<file path="config.mk">
export PLATFORM = sky130hd
export DESIGN_NAME = pc_fetch_unit
export DESIGN_NICKNAME = d
export VERILOG_FILES = /design/src/rtl/riscv_pkg.sv /design/src/rtl/pc_next_logic.sv /design/src/rtl/pc_fetch_unit.sv
export SDC_FILE = /design/constraint.sdc
export NUM_CORES = 1
export LEC_CHECK = 0
export CORE_AREA = 2 2 105 107
export CTS_BUF_LIST = sky130_fd_sc_hd__clkbuf_2 sky130_fd_sc_hd__clkbuf_4 sky130_fd_sc_hd__clkbuf_8
export DETAILED_ROUTE_END_ITERATION = 10
export DIE_AREA = 0 0 107 109
export PLACE_DENSITY = 0.82
export SKIP_CTS_REPAIR_TIMING = 1
export SKIP_LAST_GASP = 1
export SYNTH_ARGS = -nofsm -noshare
export SYNTH_HDL_FRONTEND = slang
export SYNTH_SLANG_ARGS = --single-unit
</file>
<file path="constraint.sdc">
create_clock -name clk -period 2.1 [get_ports clk]
set_clock_uncertainty 0.05 [all_clocks]
set_input_delay 0.42 -clock clk [delete_from_list [all_inputs] [get_ports clk]]
set_output_delay 0.42 -clock clk [all_outputs]
set_load 0.01 [all_outputs]
</file>
<file path="src/rtl/riscv_pkg.sv">
// Shared core definitions: fetch FSM states, NOP encoding and default reset PC.
package riscv_pkg;

  typedef enum logic [1:0] {
    S_IDLE,
    S_FETCH,
    S_EXEC,
    S_TRAP
  } fetch_state_e;

  localparam logic [31:0] NOP_INST         = 32'h0000_0013;
  localparam logic [31:0] DEFAULT_RESET_PC = 32'h0000_0000;

endpackage

</file>
<file path="src/rtl/pc_next_logic.sv">
// Combinational next-PC datapath: PC+4, aligned branch target, select and misalign detect.
// MISALIGN_TRAP_EN keeps bit 1 of the target and flags taken targets with bit 1 set.
module pc_next_logic (
  input  logic [31:0] pc_i,
  input  logic        next_pc_src_i,
  input  logic [31:0] branch_target_i,
  output logic [31:0] pc_plus4_o,
  output logic [31:0] target_o,
  output logic [31:0] pc_next_o,
  output logic        misalign_o
);

  // Bit 0 is always dropped (JALR); bit 1 is dropped too when traps are disabled.
  logic unused_target_lsbs;
  assign unused_target_lsbs = ^branch_target_i[1:0];

  assign pc_plus4_o = pc_i + 32'd4;

`ifdef MISALIGN_TRAP_EN
  assign target_o   = {branch_target_i[31:1], 1'b0};
  assign misalign_o = next_pc_src_i & branch_target_i[1];
`else
  assign target_o   = {branch_target_i[31:2], 2'b00};
  assign misalign_o = 1'b0;
`endif

  assign pc_next_o = next_pc_src_i ? target_o : pc_plus4_o;

endmodule

</file>
<file path="src/rtl/pc_fetch_unit.sv">
// PC register and instruction-fetch FSM; sole owner of PC state in the core.
// Optional misaligned-target trap is enabled by defining MISALIGN_TRAP_EN.
module pc_fetch_unit
  import riscv_pkg::*;
#(
  parameter logic [31:0] RESET_PC = DEFAULT_RESET_PC
) (
  input  logic        clk,
  input  logic        rst,
  input  logic        NextPCSrc,
  input  logic [31:0] BranchTarget,
  input  logic        Stall,
  output logic        IMemReq,
  output logic [31:0] IMemAddr,
  input  logic        IMemReady,
  input  logic [31:0] IMemRData,
  output logic [31:0] Inst,
  output logic        InstValid,
  output logic [31:0] PC,
  output logic [31:0] PCPlus4,
  output logic        MisalignTrap
);

  fetch_state_e state_q, state_d;
  logic [31:0]  pc_q, pc_d;
  logic [31:0]  inst_q, inst_d;
  logic [31:0]  pc_plus4;
  logic [31:0]  target;
  logic [31:0]  pc_next;
  logic         misalign;

  pc_next_logic u_pc_next_logic (
    .pc_i            (pc_q),
    .next_pc_src_i   (NextPCSrc),
    .branch_target_i (BranchTarget),
    .pc_plus4_o      (pc_plus4),
    .target_o        (target),
    .pc_next_o       (pc_next),
    .misalign_o      (misalign)
  );

  logic [31:0] unused_target;
  assign unused_target = target;

  always_comb begin
    state_d = state_q;
    pc_d    = pc_q;
    inst_d  = inst_q;
    case (state_q)
      S_IDLE:  state_d = S_FETCH;
      S_FETCH: begin
        if (IMemReady) begin
          inst_d  = IMemRData;
          state_d = S_EXEC;
        end
      end
      S_EXEC: begin
        // Branch inputs are only consumed on the edge that retires the instruction.
        if (!Stall) begin
          if (misalign) begin
            state_d = S_TRAP;
          end else begin
            pc_d    = pc_next;
            state_d = S_FETCH;
          end
        end
      end
      S_TRAP:  state_d = S_TRAP;
      default: state_d = S_IDLE;
    endcase
  end

  always_ff @(posedge clk) begin
    if (rst) begin
      state_q <= S_IDLE;
      pc_q    <= RESET_PC;
      inst_q  <= NOP_INST;
    end else begin
      state_q <= state_d;
      pc_q    <= pc_d;
      inst_q  <= inst_d;
    end
  end

`ifdef MISALIGN_TRAP_EN
  logic trap_q;

  always_ff @(posedge clk) begin
    if (rst) begin
      trap_q <= 1'b0;
    end else if (state_q == S_EXEC && !Stall && misalign) begin
      trap_q <= 1'b1;
    end
  end

  assign MisalignTrap = trap_q;
`else
  assign MisalignTrap = 1'b0;
`endif

  assign IMemReq   = (state_q == S_FETCH);
  assign InstValid = (state_q == S_EXEC);
  assign IMemAddr  = pc_q;
  assign PC        = pc_q;
  assign PCPlus4   = pc_plus4;
  assign Inst      = inst_q;

endmodule

</file>
# Yosys cells after proc, flatten, opt, wreduce, memory -nomap -nowiden
# Cells that the tools add are included.
[totals]
ff_bits = 66
input_bits = 69
wordCells = 18
[op_classes]
add_sub_neg = 1
eq_ne = 5
muxes = 4
n_bitwise = 1
reduce_logical = 4
[op_table]
columns = ["op", "n"]
rows = [
  ["$add 32x3->32 const B", 1],
  ["$mux 32", 1],
  ["$pmux 2 s4", 1],
  ["$reduce_and 2->1", 3],
  ["$eq 2x2->1 const B", 2],
  ["$mux 2", 2],
  ["$eq 2x1->1 const B", 1],
  ["$logic_not 2->1", 1],
  ["$ne 2x1->1 const B", 1],
  ["$ne 2x2->1 const B", 1],
  ["$not 1->1", 1],
]

# Depth between registers and ports, before layout
# Gate-level depths: netlist of the first run.
[depth]
word_depth = 3
ltp_mapped = 8
mapped_depth_nobuf = 6

# Cells and area by module
# A second synthesis of the first run with hierarchy kept.
[hier_totals]
hier_cells = 527
area_unflattened_um2 = 4544.4
[by_module_without_submodules]
columns = ["module", "instances", "cells_per_inst", "area_per_inst_um2", "seq_area_each_um2"]
rows = [
  ["pc_fetch_unit", 1, 321, 3183.1, 1321.3],
  ["pc_next_logic", 1, 206, 1361.3, 0.0],
]

# Worst setup path after synthesis of the first run
# No wires, ideal clock.
[synth_timing]
path_type = "reg2out"
from = "register pc_q[3] (netlist: IMemAddr[3])"
to = "output PCPlus4[20]"
arrival_time_ps = 2056
required_time_ps = 1630
setup_slack_ps = -426
stages_incl_launch_ff = 8
path_buffers = 2
path_cell_list = "dfxtp_1 -> ha_1 -> nand3_4 -> or3_1 -> buf_2 -> buf_2 -> nor3_1 -> xor2_1"
[synth_via]
elab_chain_cells = 1
[synth_rtl]
columns = ["item", "line", "text"]
rows = [
  ["from (decl)", "pc_fetch_unit.sv:25", "logic [31:0] pc_q, pc_d;"],
  ["from (signal assigned)", "pc_fetch_unit.sv:80", "pc_q <= pc_d;"],
  ["$add 32x3->32", "pc_next_logic.sv:17", "assign pc_plus4_o = pc_i + 32'd4;"],
  ["to (decl)", "pc_fetch_unit.sv:20", "output logic [31:0] PCPlus4,"],
]
# No other way between the ends.

# Worst setup path in the final report of the first run
[layout_timing]
from = "register pc_q[3] (netlist: IMemAddr[3])"
to = "output PCPlus4[18]"
# Same word-level chain as after synthesis.

==> out/results.tsv, run 1 <==
metric	value	unit
ys_types	51	
cts.sinks	64	
hold_depth	2	
synth_most_common_cell	nand2_1	
required	1.63	ns
post_drt_wl_per_cell	16.6	um
place_congestion	0.958	
grt_pass1_vias	4387	
worst_pin_slew	0.599	ns
clock-root-buffer	clkbuf_8	
slowest_delay	0.40	ns
regToRegEndpoint	IMemAddr[22]	
antenna_cells	0	
max_cap_viol_count	0	
synth_area_leaders	dfxtp_1 34%, nand2_1 10%, buf_4 7.3%, a21oi_1 6.7%, xor2_1 3.4%	
rsz0062_at_grt	true	
synth_edf_count	0	
die_w	107	um
synth_commonest_cells	101 x nand2_1, 64 x dfxtp_1, 51 x a21oi_1	
yosys.area_share.simple	26.8	%
hp-class	flop to flop	
syn-instance-count	514	
crit_buf_inv	3	
fin_ws	-0.477	ns
syn_avg_cell_area	7.41	um2
io-pin-count	200	
finalMaxSlewViolations	0	
fillers	836	
synth-compound-area-share	18.7	%
drtAntennaViolNets	0	
synth.area.mux_share	1.31	%
pre_cts_ws	-0.561	ns
start_util	35.9	%
critPathKind	flop to output port	
antenna_found_initial	0	
grt_max_degree	43	
r2r_start	IMemAddr[3]	
max_clock_freq	0.388	GHz
rows	38	
drive_above_1_share	26.9	%
synth_top_family_by_area	simple AND/OR/NAND/NOR gates	
die_h	109	um
period_minus_slack	2.58	ns
cp.depth	8	
yosys.area.top_type	dfxtp_1	
fin_util	63.5	%
finalCritPeriodShare	123	%
whs_endpoint	Inst[31]	
whs	0.404	ns
syn2layout_area_growth	76.7	%
dr.pass1.iters	6	
post-dp-hpwl	10200	um
slew_headroom	60.1	%
clkTransAtPathRegs	0.08	ns
ys.flop_type	dfxtp_1	
synth_seq_area_share	33.6	%
syn_area	3810	um2
core_area	10600	um2
power_density	442	nW/um2
hold_viol_final	0	
clock_latency	0.34	ns
place_inst	846	
die-area	11700	um2
cp_slowest_cell	dfxtp_4	
arrival	2.11	ns
cts_tree	yes	
finalSetupViolCount	30	
first_iter_violations	300	
crit_family	simple AND/OR/NAND/NOR gates	
r2r_slack	-0.15	ns
drc_errors	0	
yosysTopAreaCellShare	33.6	%
reg2reg_depth	8	
failed_checks	negative setup slack	
path_cells	ha_4 > nand3_4 > or3_4 > buf_12 > nor3_4 > buf_4 > xor2_1 > buf_2	
numCtsBuffers	9	
synthAdderAreaFrac	0.329	%
status	finished, violations left	
grt_use_total	21.9	%
ir_drop	0.000402	V
synth-xor-area-share	6.44	%
endpoint_kind	output port	
grt-ovfl-total	0	
routed_wl	14700	um
finalPower	2.98	mW
nets	809	
ys_ff_latch	64	
startpoint_type	flop	
viasPerCell	5.36	
grt_pass1_wl	20700	um
vias	4735	
numPortBuffers	190	
stdcell_count	884	
h-tree-depth	3	
min-delay-start	Inst[31]	
synth_async_sr_flop_share	0	%
crit_fanout	8	
yosys_warnings	0	
clock_path_buffers	2	
p_leak	2.89	nW
## worst register-to-register path: stages (launching register included)
cell and delay, ns:
dfxtp_4 0.40, ha_4 0.16, nand3_4 0.08, or3_4 0.40, buf_6 0.14, clkbuf_16 0.16, or4_4 0.50, a21o_1 0.18
a21oi_2 0.11
## report_power, final
part | total (mW) | switching [mW] | internal [mW]
clock | 1.14 | 0.489 | 0.646
sequential | 1.29 | 0.0295 | 1.26
combinational | 0.556 | 0.254 | 0.302
total | 2.98 | 0.772 | 2.21
## per-stage QoR
step	cell area [um2]	setup TNS, ns
5_1_grt	6730	-11.33
4_1_cts	6340	-19.07
6_report	6730	-9.11
2_1_floorplan	3950	-0.441
3_3_place_gp	6130	-7.94
3_5_place_dp	6130	-9.25
## state kept, by name, indices dropped and copies added (netlist names)
signal    cells
state_q       2
IMemAddr     30
Inst         32
## worst max path at each step
| stage | startpoint | end | slack (ns) |
|---|---|---|---|
| CTS | IMemAddr[3] | PCPlus4[21] | -0.93 |
| finish | IMemAddr[3] | PCPlus4[18] | -0.48 |
| global placement | IMemAddr[18] | PCPlus4[21] | -0.46 |
| floorplan | IMemAddr[3] | PCPlus4[24] | -0.10 |
| detailed placement | IMemAddr[3] | PCPlus4[21] | -0.56 |
| global route | IMemAddr[6] | PCPlus4[31] | -0.55 |
## cell usage in the layout (no fill, tap or decap), drive strengths merged, types with 14 or more instances in the layout
master         count
clkdlybuf4s50    160
clkbuf            19
o21ai             19
a21oi             52
dfxtp             64
nor2              20
a31oi             14
buf              119
xor2              15
nand3             23
nor3              21
nand2            103
## logic make-up after synthesis
family	after synthesis
AND/OR/NAND/NOR	211
AO/OA/AOI/OAI	116
buffers and inverters	88
flip-flops	64
XOR/XNOR	28
multiplexers	5
adder cells (fa/ha/maj)	1
other	1
## layout make-up
cell class / instances / area [um2] / share of cell area, %
inverters: 6 / 22.5 / 0.335
clock buffers: 12 / 165 / 2.45
flip-flops and latches: 64 / 1300 / 19.3
multi-input cells: 368 / 2370 / 35.2
well taps: 140 / 175 / 2.60
clock inverters: 4 / 51.3 / 0.762
repair buffers: 290 / 2650 / 39.3
## metal layers
layer	track usage, %	share of wire, %	up-vias
li1	-	-	2190
met1	24.4	37	2222
met2	40.1	51	275
met3	6.34	9.1	48
met4	6.96	3.1	0
met5	0	0	-
(Power assumes the default switching activity.)
==> run 2: changes to the inputs <==
Settings changed: HOLD_SLACK_MARGIN set to 0.02.
==> results of run 2 <==
Same layout as run 1: the final DEF is identical, and so are final timing and power.
==> run 3: changes to the inputs <==
Settings changed: ABC_CLOCK_PERIOD_IN_PS set to 2100, GPL_ROUTABILITY_DRIVEN set to 0, SLEW_MARGIN set to 25.
==> run 3 against run 2 <==
Compared with the run above:
- the flow still finishes with violations (negative setup slack)
- wire length down 3.9%
- sequential power about the same
- non-clock buffer count down 4
- critical path type unchanged
- largest power group unchanged
==> out/results.tsv, run 3 (synthesized netlist as in run 1, its figures left out) <==
metric	value	unit	change
status	finished, violations left		unchanged
failed_checks	negative setup slack		unchanged
routed_wl	14100	um	was 14700 um
p_leak	2.83	nW	was 2.89 nW
drtAntennaViolNets	0		unchanged
post_drt_wl_per_cell	16.0	um	was 16.6 um
path_cells	ha_4 > nand3_4 > or3_4 > buf_12 > nor2_2 > nand4_1 > xnor2_2 > buf_2		was ha_4 > nand3_4 > or3_4 > buf_12 > nor3_4 > buf_4 > xor2_1 > buf_2
start_util	35.9	%	unchanged
largest_register_ffs	32		unchanged
clock-root-buffer	clkbuf_8		unchanged
antenna_cells	0		unchanged
grt_max_degree	40		was 43
die-area	11700	um2	unchanged
endpoint_kind	output port		unchanged
syn2layout_area_growth	74.4	%	was 76.7%
final_cell_mix	159 x clkdlybuf4s50_1, 99 x nand2_1, 85 x buf_4, 51 x dfxtp_1, 51 x a21oi_1		was 160 x clkdlybuf4s50_1, 100 x nand2_1, 84 x buf_4, 51 x dfxtp_1, 51 x a21oi_1
grt_pass1_vias	4332		was 4387
startpoint_type	flop		unchanged
numCtsBuffers	9		unchanged
h-tree-depth	3		unchanged
critPathKind	flop to output port		unchanged
worstSetupEndpoint	PCPlus4[24]		was PCPlus4[18]
die_h	109	um	unchanged
min-delay-start	Inst[19]		was Inst[31]
max_cap_viol_count	0		unchanged
numPortBuffers	190		unchanged
slew_headroom	60.8	%	was 60.1%
hold_viol_final	0		unchanged
hold_depth	2		unchanged
r2r_start	IMemAddr[3]		unchanged
crit_buf_inv	2		was 3
r2r_slack	-0.09	ns	was -0.15 ns
whs	0.404	ns	about the same
cp_slowest_cell	dfxtp_4		unchanged
nets	805		was 809
finalPower	3.08	mW	was 2.98 mW
dr.pass1.iters	5		was 6
crit_family	simple AND/OR/NAND/NOR gates		unchanged
fin_ws	-0.485	ns	was -0.477 ns
grt-ovfl-total	0		unchanged
first_iter_violations	332		was 300
finalCritPeriodShare	123	%	about the same
finalSetupViolCount	25		was 30
antenna_found_initial	0		unchanged
die_w	107	um	unchanged
cp.depth	8		unchanged
period_minus_slack	2.58	ns	about the same
io-pin-count	200		unchanged
rsz0062_at_grt	true		unchanged
vias	4706		was 4735
grt_use_total	21.9	%	about the same
finalMaxSlewViolations	0		unchanged
clkTransAtPathRegs	0.07	ns	was 0.08 ns
slowest_delay	0.39	ns	was 0.40 ns
drive_above_1_share	26.6	%	was 26.9%
clock_latency	0.35	ns	was 0.34 ns
drc_errors	0		unchanged
clock_path_buffers	2		unchanged
worst_pin_slew	0.588	ns	was 0.599 ns
power_density	463	nW/um2	was 442 nW/um2
arrival	2.11	ns	about the same
grt_pass1_wl	20500	um	was 20700 um
startpoint	IMemAddr[3]		unchanged
rows	38		unchanged
hp-class	flop to flop		unchanged
final_common_cell	clkdlybuf4s50_1		unchanged
required	1.63	ns	about the same
regToRegEndpoint	IMemAddr[22]		unchanged
post-dp-hpwl	10000	um	was 10200 um
reg2reg_depth	8		unchanged
viasPerCell	5.35		was 5.36
ir_drop	0.000495	V	was 0.000402 V
crit_fanout	8		unchanged
max_clock_freq	0.387	GHz	was 0.388 GHz
cts.sinks	64		unchanged
cts_tree	yes		unchanged
core_area	10600	um2	unchanged
## run 3: changes by cell type in the layout (fill, tap and decap cells not counted), sizes merged
cell	delta
clkdlybuf4s50	-1
buf	-1
clkinv	-1
bufinv	+1
clkbuf	-2
## run 3: worst min-delay path by stage
stage / to / slack, ns
global placement: Inst[28] / 0.39
CTS: Inst[19] / 0.41
floorplan: Inst[10] / 0.43
detailed placement: Inst[8] / 0.40
global route: Inst[20] / 0.42
finish: Inst[19] / 0.40
## run 3: metal layers
metal / wire, um / share of wire [%] / track usage [%]
met4: 383 / 2.7 / 9.65
met3: 1390 / 9.8 / 6.99
met2: 7090 / 50 / 38.4
met5: 0 / 0 / 0
met1: 5240 / 37 / 24.3
## run 3: layout make-up
class | count | area, um2
Clock buffer | 12 | 159
Clock inverter | 4 | 76.3
Fill cell | 866 | 3960
Inverter | 6 | 22.5
Multi-Input combinational cell | 368 | 2330
Sequential cell | 64 | 1300
Tap cell | 140 | 175
Timing Repair Buffer | 286 | 2580
## run 3: power breakdown
| part | total [mW] | leakage (nW) | internal (mW) | switching, mW |
|---|---|---|---|---|
| clock | 1.24 | 0.116 | 0.749 | 0.495 |
| sequential | 1.29 | 0.527 | 1.26 | 0.0279 |
| combinational | 0.548 | 2.19 | 0.297 | 0.251 |
## run 3: stage by stage
step	setup TNS, ns	util [%]	cell area (um2)	setup WS (ns)	cells
finish	-7.43	62.7	6640	-0.485	880
global route	-10.05	62.7	6640	-0.552	880
CTS	-19.15	60.0	6360	-0.963	864
detailed placement	-8.74	57.8	6130	-0.541	848
global placement	-7.84	57.8	6130	-0.464	848
floorplan	-0.441	-	3950	-0.102	520
## run 3: worst min-delay path: stages, from the launching register on
cell     delay [ns]
dfxtp_1        0.31
nand2_1        0.05
a21oi_1        0.05
